==> src/rtl/vid_timing_meas_if.sv <==
// Video sync/blank bundle carried from a video source into the timing
// measurement block. All signals share the dot-clock domain.
interface vid_timing_meas_if;
  logic HSYNC_N;
  logic VSYNC_N;
  logic BLANK_N;

  modport master (output HSYNC_N, output VSYNC_N, output BLANK_N);
  modport slave  (input  HSYNC_N, input  VSYNC_N, input  BLANK_N);
endinterface

==> src/rtl/vid_timing_meas.sv <==
// Display timing measurement: measures horizontal and vertical timing of an
// incoming sync/blank stream every frame, publishes the eight measurements as
// one coherent set and flags LOCKED once consecutive frames agree.
module vid_timing_meas #(
  parameter logic [15:0] LOCK_FRAMES = 16'd2,
  parameter logic [15:0] TIMEOUT     = 16'd4096
) (
  input  logic                    CLK,
  input  logic                    RST_N,
  vid_timing_meas_if.slave        vid,
  output logic [15:0]             H_TOTAL,
  output logic [15:0]             H_SYNC,
  output logic [15:0]             H_START,
  output logic [15:0]             H_ACTIVE,
  output logic [15:0]             V_TOTAL,
  output logic [15:0]             V_SYNC,
  output logic [15:0]             V_START,
  output logic [15:0]             V_ACTIVE,
  output logic                    MEAS_VALID,
  output logic                    LOCKED
);

  typedef enum logic [1:0] {IDLE, MEAS, TRACK} state_t;

  state_t state_q, state_d;

  logic hs_r1_q, hs_r2_q, vs_r1_q, vs_r2_q, bl_r1_q, bl_r2_q;
  logic hs_fall, hs_rise, vs_fall, vs_rise, bl_rise, bl_fall, timeout;

  logic [15:0] hcnt_q, vcnt_q, actcnt_q;
  logic [15:0] line_total_q, line_sync_q, line_start_q, line_active_q;
  logic [15:0] frame_sync_q, frame_start_q;
  logic        line_act_q, frame_act_q;

  logic [127:0] snap_q, meas_q;
  logic         pub_q, base_q, valid_q;
  logic [15:0]  match_q;

  assign hs_fall = hs_r2_q & ~hs_r1_q;
  assign hs_rise = ~hs_r2_q & hs_r1_q;
  assign vs_fall = vs_r2_q & ~vs_r1_q;
  assign vs_rise = ~vs_r2_q & vs_r1_q;
  assign bl_rise = ~bl_r2_q & bl_r1_q;
  assign bl_fall = bl_r2_q & ~bl_r1_q;
  assign timeout = (hcnt_q == TIMEOUT);

  // Two-stage input pipeline; sync idles high and blank low so reset makes no edge
  always_ff @(posedge CLK or negedge RST_N) begin
    if (!RST_N) begin
      hs_r1_q <= 1'b1;
      hs_r2_q <= 1'b1;
      vs_r1_q <= 1'b1;
      vs_r2_q <= 1'b1;
      bl_r1_q <= 1'b0;
      bl_r2_q <= 1'b0;
    end else begin
      hs_r1_q <= vid.HSYNC_N;
      hs_r2_q <= hs_r1_q;
      vs_r1_q <= vid.VSYNC_N;
      vs_r2_q <= vs_r1_q;
      bl_r1_q <= vid.BLANK_N;
      bl_r2_q <= bl_r1_q;
    end
  end

  // Line and frame counters plus per-line / per-frame captures
  always_ff @(posedge CLK or negedge RST_N) begin
    if (!RST_N) begin
      hcnt_q        <= '0;
      vcnt_q        <= '0;
      actcnt_q      <= '0;
      line_total_q  <= '0;
      line_sync_q   <= '0;
      line_start_q  <= '0;
      line_active_q <= '0;
      line_act_q    <= 1'b0;
      frame_sync_q  <= '0;
      frame_start_q <= '0;
      frame_act_q   <= 1'b0;
    end else begin
      if (hs_fall)
        hcnt_q <= 16'd1;
      else if (hcnt_q != '1)
        hcnt_q <= hcnt_q + 16'd1;

      if (timeout) begin
        vcnt_q        <= '0;
        actcnt_q      <= '0;
        line_total_q  <= '0;
        line_sync_q   <= '0;
        line_start_q  <= '0;
        line_active_q <= '0;
        line_act_q    <= 1'b0;
        frame_sync_q  <= '0;
        frame_start_q <= '0;
        frame_act_q   <= 1'b0;
      end else begin
        if (hs_fall) begin
          line_total_q <= hcnt_q;
          line_act_q   <= 1'b0;
        end
        if (hs_rise)
          line_sync_q <= hcnt_q;
        if (bl_rise && !line_act_q && !hs_fall) begin
          line_start_q <= hcnt_q;
          line_act_q   <= 1'b1;
          if (actcnt_q != '1)
            actcnt_q <= actcnt_q + 16'd1;
          if (!frame_act_q) begin
            frame_start_q <= vcnt_q - 16'd1;
            frame_act_q   <= 1'b1;
          end
        end
        if (bl_fall && line_act_q)
          line_active_q <= hcnt_q - line_start_q;

        if (vs_fall)
          vcnt_q <= hs_fall ? 16'd1 : 16'd0;
        else if (hs_fall && vcnt_q != '1)
          vcnt_q <= vcnt_q + 16'd1;
        if (vs_rise)
          frame_sync_q <= vcnt_q;
        // Frame-level clears override any same-cycle line update
        if (vs_fall) begin
          actcnt_q    <= '0;
          frame_act_q <= 1'b0;
        end
      end
    end
  end

  // Snapshot of pre-update values on vs_fall; published one cycle later
  always_ff @(posedge CLK or negedge RST_N) begin
    if (!RST_N) begin
      snap_q <= '0;
      pub_q  <= 1'b0;
      base_q <= 1'b0;
    end else begin
      pub_q <= 1'b0;
      if (!timeout && vs_fall && state_q != IDLE) begin
        pub_q  <= 1'b1;
        base_q <= (state_q == MEAS);
        snap_q <= {line_total_q, line_sync_q, line_start_q, line_active_q,
                   vcnt_q, frame_sync_q, frame_start_q, actcnt_q};
      end
    end
  end

  // Atomic publish of all eight outputs and frame-to-frame match tracking
  always_ff @(posedge CLK or negedge RST_N) begin
    if (!RST_N) begin
      meas_q  <= '0;
      valid_q <= 1'b0;
      match_q <= '0;
    end else begin
      valid_q <= 1'b0;
      if (timeout) begin
        match_q <= '0;
      end else if (pub_q) begin
        meas_q  <= snap_q;
        valid_q <= 1'b1;
        if (base_q || snap_q != meas_q)
          match_q <= '0;
        else if (match_q < LOCK_FRAMES)
          match_q <= match_q + 16'd1;
      end
    end
  end

  // FSM state register
  always_ff @(posedge CLK or negedge RST_N) begin
    if (!RST_N)
      state_q <= IDLE;
    else
      state_q <= state_d;
  end

  // FSM next-state: advance on vs_fall, loss of signal returns to IDLE
  always_comb begin
    state_d = state_q;
    if (timeout) begin
      state_d = IDLE;
    end else if (vs_fall) begin
      case (state_q)
        IDLE:    state_d = MEAS;
        MEAS:    state_d = TRACK;
        default: state_d = TRACK;
      endcase
    end
  end

  // FSM output: lock indication
  always_comb begin
    LOCKED = (state_q == TRACK) && (match_q == LOCK_FRAMES);
  end

  assign {H_TOTAL, H_SYNC, H_START, H_ACTIVE,
          V_TOTAL, V_SYNC, V_START, V_ACTIVE} = meas_q;
  assign MEAS_VALID = valid_q;

endmodule

==> src/flat_wrapper.sv <==
// flat-port wrapper written by rule: the top's interface ports become plain ports
module vid_timing_meas_flat 
#(
  parameter logic [15:0] LOCK_FRAMES = 16'd2,
  parameter logic [15:0] TIMEOUT     = 16'd4096
)
  (CLK, RST_N, H_TOTAL, H_SYNC, H_START, H_ACTIVE, V_TOTAL, V_SYNC, V_START, V_ACTIVE, MEAS_VALID, LOCKED, vid_HSYNC_N, vid_VSYNC_N, vid_BLANK_N);
  vid_timing_meas_if vid_i ();
  input  logic CLK;
  input  logic RST_N;
  output logic [15:0] H_TOTAL;
  output logic [15:0] H_SYNC;
  output logic [15:0] H_START;
  output logic [15:0] H_ACTIVE;
  output logic [15:0] V_TOTAL;
  output logic [15:0] V_SYNC;
  output logic [15:0] V_START;
  output logic [15:0] V_ACTIVE;
  output logic MEAS_VALID;
  output logic LOCKED;
  input wire logic [$bits(vid_i.HSYNC_N)-1:0] vid_HSYNC_N;
  input wire logic [$bits(vid_i.VSYNC_N)-1:0] vid_VSYNC_N;
  input wire logic [$bits(vid_i.BLANK_N)-1:0] vid_BLANK_N;
  assign vid_i.HSYNC_N = vid_HSYNC_N;
  assign vid_i.VSYNC_N = vid_VSYNC_N;
  assign vid_i.BLANK_N = vid_BLANK_N;
  vid_timing_meas #(.LOCK_FRAMES(LOCK_FRAMES), .TIMEOUT(TIMEOUT)) u_core (.CLK(CLK), .RST_N(RST_N), .vid(vid_i), .H_TOTAL(H_TOTAL), .H_SYNC(H_SYNC), .H_START(H_START), .H_ACTIVE(H_ACTIVE), .V_TOTAL(V_TOTAL), .V_SYNC(V_SYNC), .V_START(V_START), .V_ACTIVE(V_ACTIVE), .MEAS_VALID(MEAS_VALID), .LOCKED(LOCKED));
endmodule
==> config.mk <==
export PLATFORM = sky130hd
export DESIGN_NAME = vid_timing_meas_flat
export DESIGN_NICKNAME = d
export VERILOG_FILES = /design/src/rtl/vid_timing_meas_if.sv /design/src/rtl/vid_timing_meas.sv /design/src/flat_wrapper.sv
export SDC_FILE = /design/constraint.sdc
export NUM_CORES = 1
export LEC_CHECK = 0
export CAP_MARGIN = 15
export CORE_MARGIN = 8
export CORE_UTILIZATION = 45
export DETAILED_ROUTE_END_ITERATION = 16
export GPL_ROUTABILITY_DRIVEN = 0
export HOLD_SLACK_MARGIN = 0.15
export PLACE_DENSITY = 0.74
export SETUP_SLACK_MARGIN = 0.15
export SYNTH_ARGS = -nofsm -noshare
export SYNTH_HDL_FRONTEND = slang
export SYNTH_SLANG_ARGS = --single-unit
==> constraint.sdc <==
create_clock -name CLK -period 3.7 [get_ports CLK]
set_input_delay 0.74 -clock CLK [delete_from_list [all_inputs] [get_ports CLK]]
set_output_delay 0.74 -clock CLK [all_outputs]
set_load 0.02 [all_outputs]
Yosys cells after proc, flatten, opt, wreduce, memory -nomap -nowiden
Index checks and enable logic that the tools add are counted.
{ "word_totals": {"out_inout_bits": 130, "in_bits": 5, "wordCells": 122, "ff_bits": 429} }
{ "classes": {"eq_ne": 9, "addsub": 6, "bitwise_logic": 13, "muxes": 39, "reduce_logical": 30, "order_cmp": 1} }
{ "ops": {"columns": ["op", "count"], "rows": [
  ["16-bit 2-to-1 mux", 26],
  ["128-bit != test", 1],
  ["16-bit by 1-bit adder with 16-bit output, second input constant", 4],
  ["16-bit != test, second input constant", 3],
  ["2-bit nonzero test", 9],
  ["16-bit by 13-bit equality test with 1-bit output, second input constant", 1],
  ["16-bit by 2-bit equality test with 1-bit output, second input constant", 1],
  ["16-bit by 2-bit < comparator with 1-bit output, second input constant", 1],
  ["16-bit by 1-bit subtractor with 16-bit output, second input constant", 1],
  ["16-bit subtractor", 1],
  ["3-bit nonzero test", 5],
  ["1-bit 2-to-1 mux", 10],
  ["2-bit AND reduction", 4],
  ["1-bit logical AND", 7],
  ["1-bit inverter", 7],
  ["1-bit bitwise AND", 6],
  ["2-bit 2-to-1 mux", 3],
  ["1-bit zero test", 3],
  ["2-bit by 1-bit equality test with 1-bit output, second input constant", 1],
  ["2-bit equality test, second input constant", 1],
  ["2-bit zero test", 1],
  ["2-bit by 1-bit != test with 1-bit output, second input constant", 1],
  ["1-bit logical OR", 1]
]} }

Depth between registers and ports, before layout
{ "logic_depth": {"word_depth": 7, "ltp_mapped": 10, "mapped_depth_nobuf": 10} }

Least setup slack after synthesis
No wires, ideal clock.
{ "synth_timing": {"kind": "flip-flop to flip-flop", "start": "reg u_core.hcnt_q[0]", "end": "reg u_core.line_active_q[14]", "n_path_buf": 0, "t_arrival_ns": 2.490, "period_less_slack_ns": 2.559, "setup_ns": 0.069, "stages_incl_launch_ff": 11, "required_time_ns": 3.631, "slack_ns": 1.141, "cell_sequence": "dfrtp_1 inv_1 ha_1 fa_1 nor2b_1 o31ai_1 a211oi_1 nor3_1 o31a_1 or4_1 nand3_1"} }
{ "synth_between": {"elab_chain_len": 3, "word_cells_on_any_way": 5, "cone_classes": "add/sub: 1; eq/ne: 1; mux: 2; reduce/logical: 1"} }
{ "synth_rtl": {"columns": ["item", "line", "rtl"], "rows": [
  ["start, declared", "vid_timing_meas.sv:30", "logic [15:0] hcnt_q, vcnt_q, actcnt_q;"],
  ["start signal, assigned", "vid_timing_meas.sv:84", "hcnt_q <= hcnt_q + 16'd1;"],
  ["16-bit subtractor", "vid_timing_meas.sv:115", "line_active_q <= hcnt_q - line_start_q;"],
  ["16-bit 2-to-1 mux", "vid_timing_meas.sv:114", "if (bl_fall && line_act_q)"],
  ["16-bit 2-to-1 mux", "vid_timing_meas.sv:86", "if (timeout) begin"],
  ["end signal, assigned", "vid_timing_meas.sv:115", null],
  ["end, declared", "vid_timing_meas.sv:31", "logic [15:0] line_total_q, line_sync_q, line_start_q, line_active_q;"]
]} }
Parallel ways exist; a longest one is shown, timed or not. The select of a mux whose other input is x is not followed.
A chain may end at the register's enable or synchronous reset.

Final worst setup path
{ "layout_timing": {"start": "reg u_core.match_q[12]", "end": "out LOCKED"} }
{ "layout_between": {"elab_chain_len": 2} }
{ "layout_rtl": {"columns": ["item", "line", "rtl"], "rows": [
  ["start, declared", "vid_timing_meas.sv:37", "logic [15:0] match_q;"],
  ["start signal, assigned", "vid_timing_meas.sv:165", "match_q <= match_q + 16'd1;"],
  ["16-bit by 2-bit equality test with 1-bit output", "vid_timing_meas.sv:194", "LOCKED = (state_q == TRACK) && (match_q == LOCK_FRAMES);"],
  ["1-bit logical AND", "vid_timing_meas.sv:194", null],
  ["end, declared", "flat_wrapper.sv:20", "output logic LOCKED;"]
]} }
No other way between the ends.

==> summary.md <==
| Metric | Value |
|---|---|
| Met1 wire length | 22.5 mm |
| Fill cells | 3536 |
| Synthesized net count | 1746 |
| Hold Fails Final Rpt | 0 |
| Count of buffers added by post-CTS timing repair for setup | 0 |
| Post-Synthesis Mean Instance Area | 11.2 µm² |
| Share of post-route cells with drive strength above 1 | 18.4% |
| Area of the die | 49800 µm² |
| Detailed Route Iter0 Violations | 1279 |
| Power spent charging and discharging nets | 4.75 mW |
| Worst Path Class, Setup | flip-flop to primary output |
| Number of placed I/O pins | 135 |
| Max Clk Rate | 302 MHz |
| Half-perimeter wire length of the detailed placement result | 37.7 mm |
| Placed Area | 21300 µm² |
| Number of antenna cells inserted | 0 |
| WHS | 0.223 ns |
| Number of storage elements in the synthesis netlist | 429 |
| Port Buf Inserts | 134 |
| Global route overflow | 0 |
| Routed length on met2 | 24.4 mm |
| Worst clock skew | 0.0161 ns |
| Latest clock arrival within the worst-skew pair | 0.56 ns |
| Power Internal | 9.89 mW |
| Reg-to-reg slack, setup | 0.59 ns |
| Number of different library cells in the post-synthesis netlist | 64 |
| Clock sink count | 429 |
| Total Negative Setup Slacks | 0 ns |
| Remaining routing DRC violations | 0 |
| Share of the synthesized area in the top cell type | 55.1% |
| Highest Signal Layer | met4 |
| CTS clk-pin slew, worst paths | 0.06 ns |
| PnR worst setup slack | 0.385 ns |
| Launching element type of the critical path | flip-flop |
| Relative area change from synthesis to final layout | 17.8% |
| Hold buffer count at cts | 0 |
| Most used flip-flop cell after synthesis | dfrtp_1 |
| Fin crit share | 89.6% |
| Worst-path maximum fanout | 2 |
| Leak | 10.2 nW |
| Final cell count without fillers | 2416 |
| Total power | 14.6 mW |
| WP data arrival | 2.57 ns |
| # rows | 76 |
| Total Routing Usage GR | 20.9% |
| Highest ir drop seen on vdd | 0.304 mV |
| Number of instances in the synthesized netlist | 1718 |
| Area of all sequential standard cells | 10700 µm² |
| Post-route cell area | 22800 µm² |
| Critical path data required time | 2.96 ns |
| Area occupied by multi-input gates | 7960 µm² |
| Router iterations before antenna repair | 5 |
| Result of the run | finished, final reports clean |
| Setup violators final | 0 |
| Count of antenna-violating nets left after detailed routing | 0 |
| Type of element capturing the critical path | primary output |
| Fraction of power consumed by sequential logic | 42.7% |
| Unrepaired setup endpoints after global routing | false |
| Number of slew-limit violations in the final report | 0 |
| Synth area leader | dfrtp_1 |
| Routed wire per std cell | 21.8 µm |
| Cell area power density | 643 nW/µm² |
| Cells after DPL | 2336 |
| Routed length on met3 | 3.97 mm |
| Maximum number of pins on one net before global-route repair | 88 |
| Overall routed net length | 52.8 mm |
| Worst slew margin relative to its limit | 37.3% |
| Maximum clock insertion buffer count | 3 |
| Share of power burned in the clock network | 30.2% |
| Vias in the first global route | 13600 |
| Worst hold-check path type | primary input to async pin |
| Max capacitance violation total | 0 |
| Via density | 5.67 |
| CTS tree | yes |
| Largest registers | u_core.meas_q x128, u_core.snap_q x128 |
| Clock Root Buffer | clkbuf_16 |
| Transition at the pin with the smallest max-transition slack | 0.941 ns |
| Resize count post-CTS | 0 |
| Share of flip-flops with an asynchronous set or reset | 100% |
| Post-placement setup slack | 0.664 ns |
| Number of nets at the end of the flow | 1865 |
| Core area | 42700 µm² |
| Via total after detailed routing | 13700 |
| Post-synth design cell area | 19300 µm² |
| Height of the die | 223 µm |
| Part of the total power dissipated in combinational logic | 27.1% |
| Minimum period implied by the final worst setup slack | 3.31 ns |
| Final standard cell utilization of the core | 53.3% |
| H-tree depth reported by CTS | 2 |
| Sequential share of the synthesized area | 55.6% |
| Width of the die | 223 µm |
| Switch share | 32.4% |
| Synth top area cells | dfrtp_1 55%, mux2_2 12%, xnor2_1 4.8% |
| Initial cell density of the core | 45.2% |
| Number of CTS-inserted buffers | 44 |
| Antenna violations before repair | 0 |
| Number of enable-type register cells in the synthesized netlist | 0 |
| Global-route wire length before repair | 82.0 mm |
| YS warnings | 0 |
==> layer usage <==
layer	up-vias	GRT usage (%)
met5	-	0
met4	0	7.73
met3	111	4.67
met2	476	33.0
met1	6949	27.9
li1	6170	-
==> placed cells by master (no fill, tap or decap), drive strengths merged, types with 6 or more instances in the layout <==
cell type	instances
or2b	7
buf	27
a2111o	11
and4	6
a21oi	57
dfrtp	425
nand2b	14
o22ai	17
inv	73
nor4	26
nor3b	14
clkbuf	62
ha	22
xor2	27
clkdlybuf4s50	133
nor3	26
nor2b	43
a211oi	7
nand2	213
o21a	7
nand3	35
nor2	74
o21ai	106
or3	12
clkinv	12
mux2	209
nand4	33
xnor2	106
o31ai	14
==> path summary, 6_finish.rpt <==
path                                    startpoint                  to  cells past startpoint
worst max-delay path            u_core.match_q[12]              LOCKED                      4
worst min-delay path                         RST_N  u_core.meas_q[110]                      1
worst max register to register   u_core.meas_q[10]   u_core.match_q[3]                      7
worst min register to register      u_core.hs_r1_q      u_core.hs_r2_q                      0
max in group asynchronous                    RST_N      u_core.vs_r2_q                      2
min in group CLK                    u_core.hs_r1_q      u_core.hs_r2_q                      0
==> worst max-delay path, stage by stage, from the launching register on <==
cell	delay, ns
dfrtp_1	0.37
nor4_1	0.33
nand4_1	0.16
nor3_1	0.46
clkdlybuf4s50_1	0.71
==> synth_stat cells, types with 11 or more instances <==
cell	n
nand3_1	35
ha_1	22
a21oi_1	56
a2111o_1	11
nand2_1	213
nor3_1	23
o31ai_1	14
buf_2	28
nor2_1	74
nor2b_1	41
nand2b_1	14
dfrtp_1	425
nor4_1	24
inv_1	71
mux2_2	209
o22ai_1	17
or3_1	11
nand4_1	33
xnor2_1	106
xor2_1	27
o21ai_0	103
clkbuf_1	52
==> cells by family (layout without fill, tap and decap cells) <==
| family | after synthesis | in the layout | synth area share (%) |
|---|---|---|---|
| AO/OA/AOI/OAI | 240 | 240 | 7.45 |
| buffers and inverters | 158 | 310 | 3.35 |
| AND/OR/NAND/NOR | 525 | 525 | 13.8 |
| flip-flops | 429 | 429 | 55.6 |
| XOR/XNOR | 133 | 133 | 6.03 |
| adder cells (fa/ha/maj) | 23 | 23 | 1.53 |
| multiplexers | 210 | 210 | 12.2 |
==> cell type report <==
| class | instances | share of cell area [%] |
|---|---|---|
| Sequential cell | 429 | 47.2 |
| Multi-Input combinational cell | 1131 | 35.0 |
| Timing Repair Buffer | 160 | 7.32 |
| Clock buffer | 62 | 5.66 |
| Tap cell | 546 | 3.00 |
| Inverter | 71 | 1.17 |
| Clock inverter | 17 | 0.704 |
==> power by group through the flow <==
stage | registers (mW) | clock network, mW | logic (mW)
2_1_floorplan | 6.34 | 0 | 2.23
3_3_place_gp | 6.26 | 0 | 3.89
6_report | 6.25 | 4.42 | 3.98
3_5_place_dp | 6.31 | 0 | 3.96
4_1_cts | 6.23 | 4.48 | 4.00
5_1_grt | 6.34 | 4.67 | 4.26
Note: power is estimated with default switching activity, not from simulation.
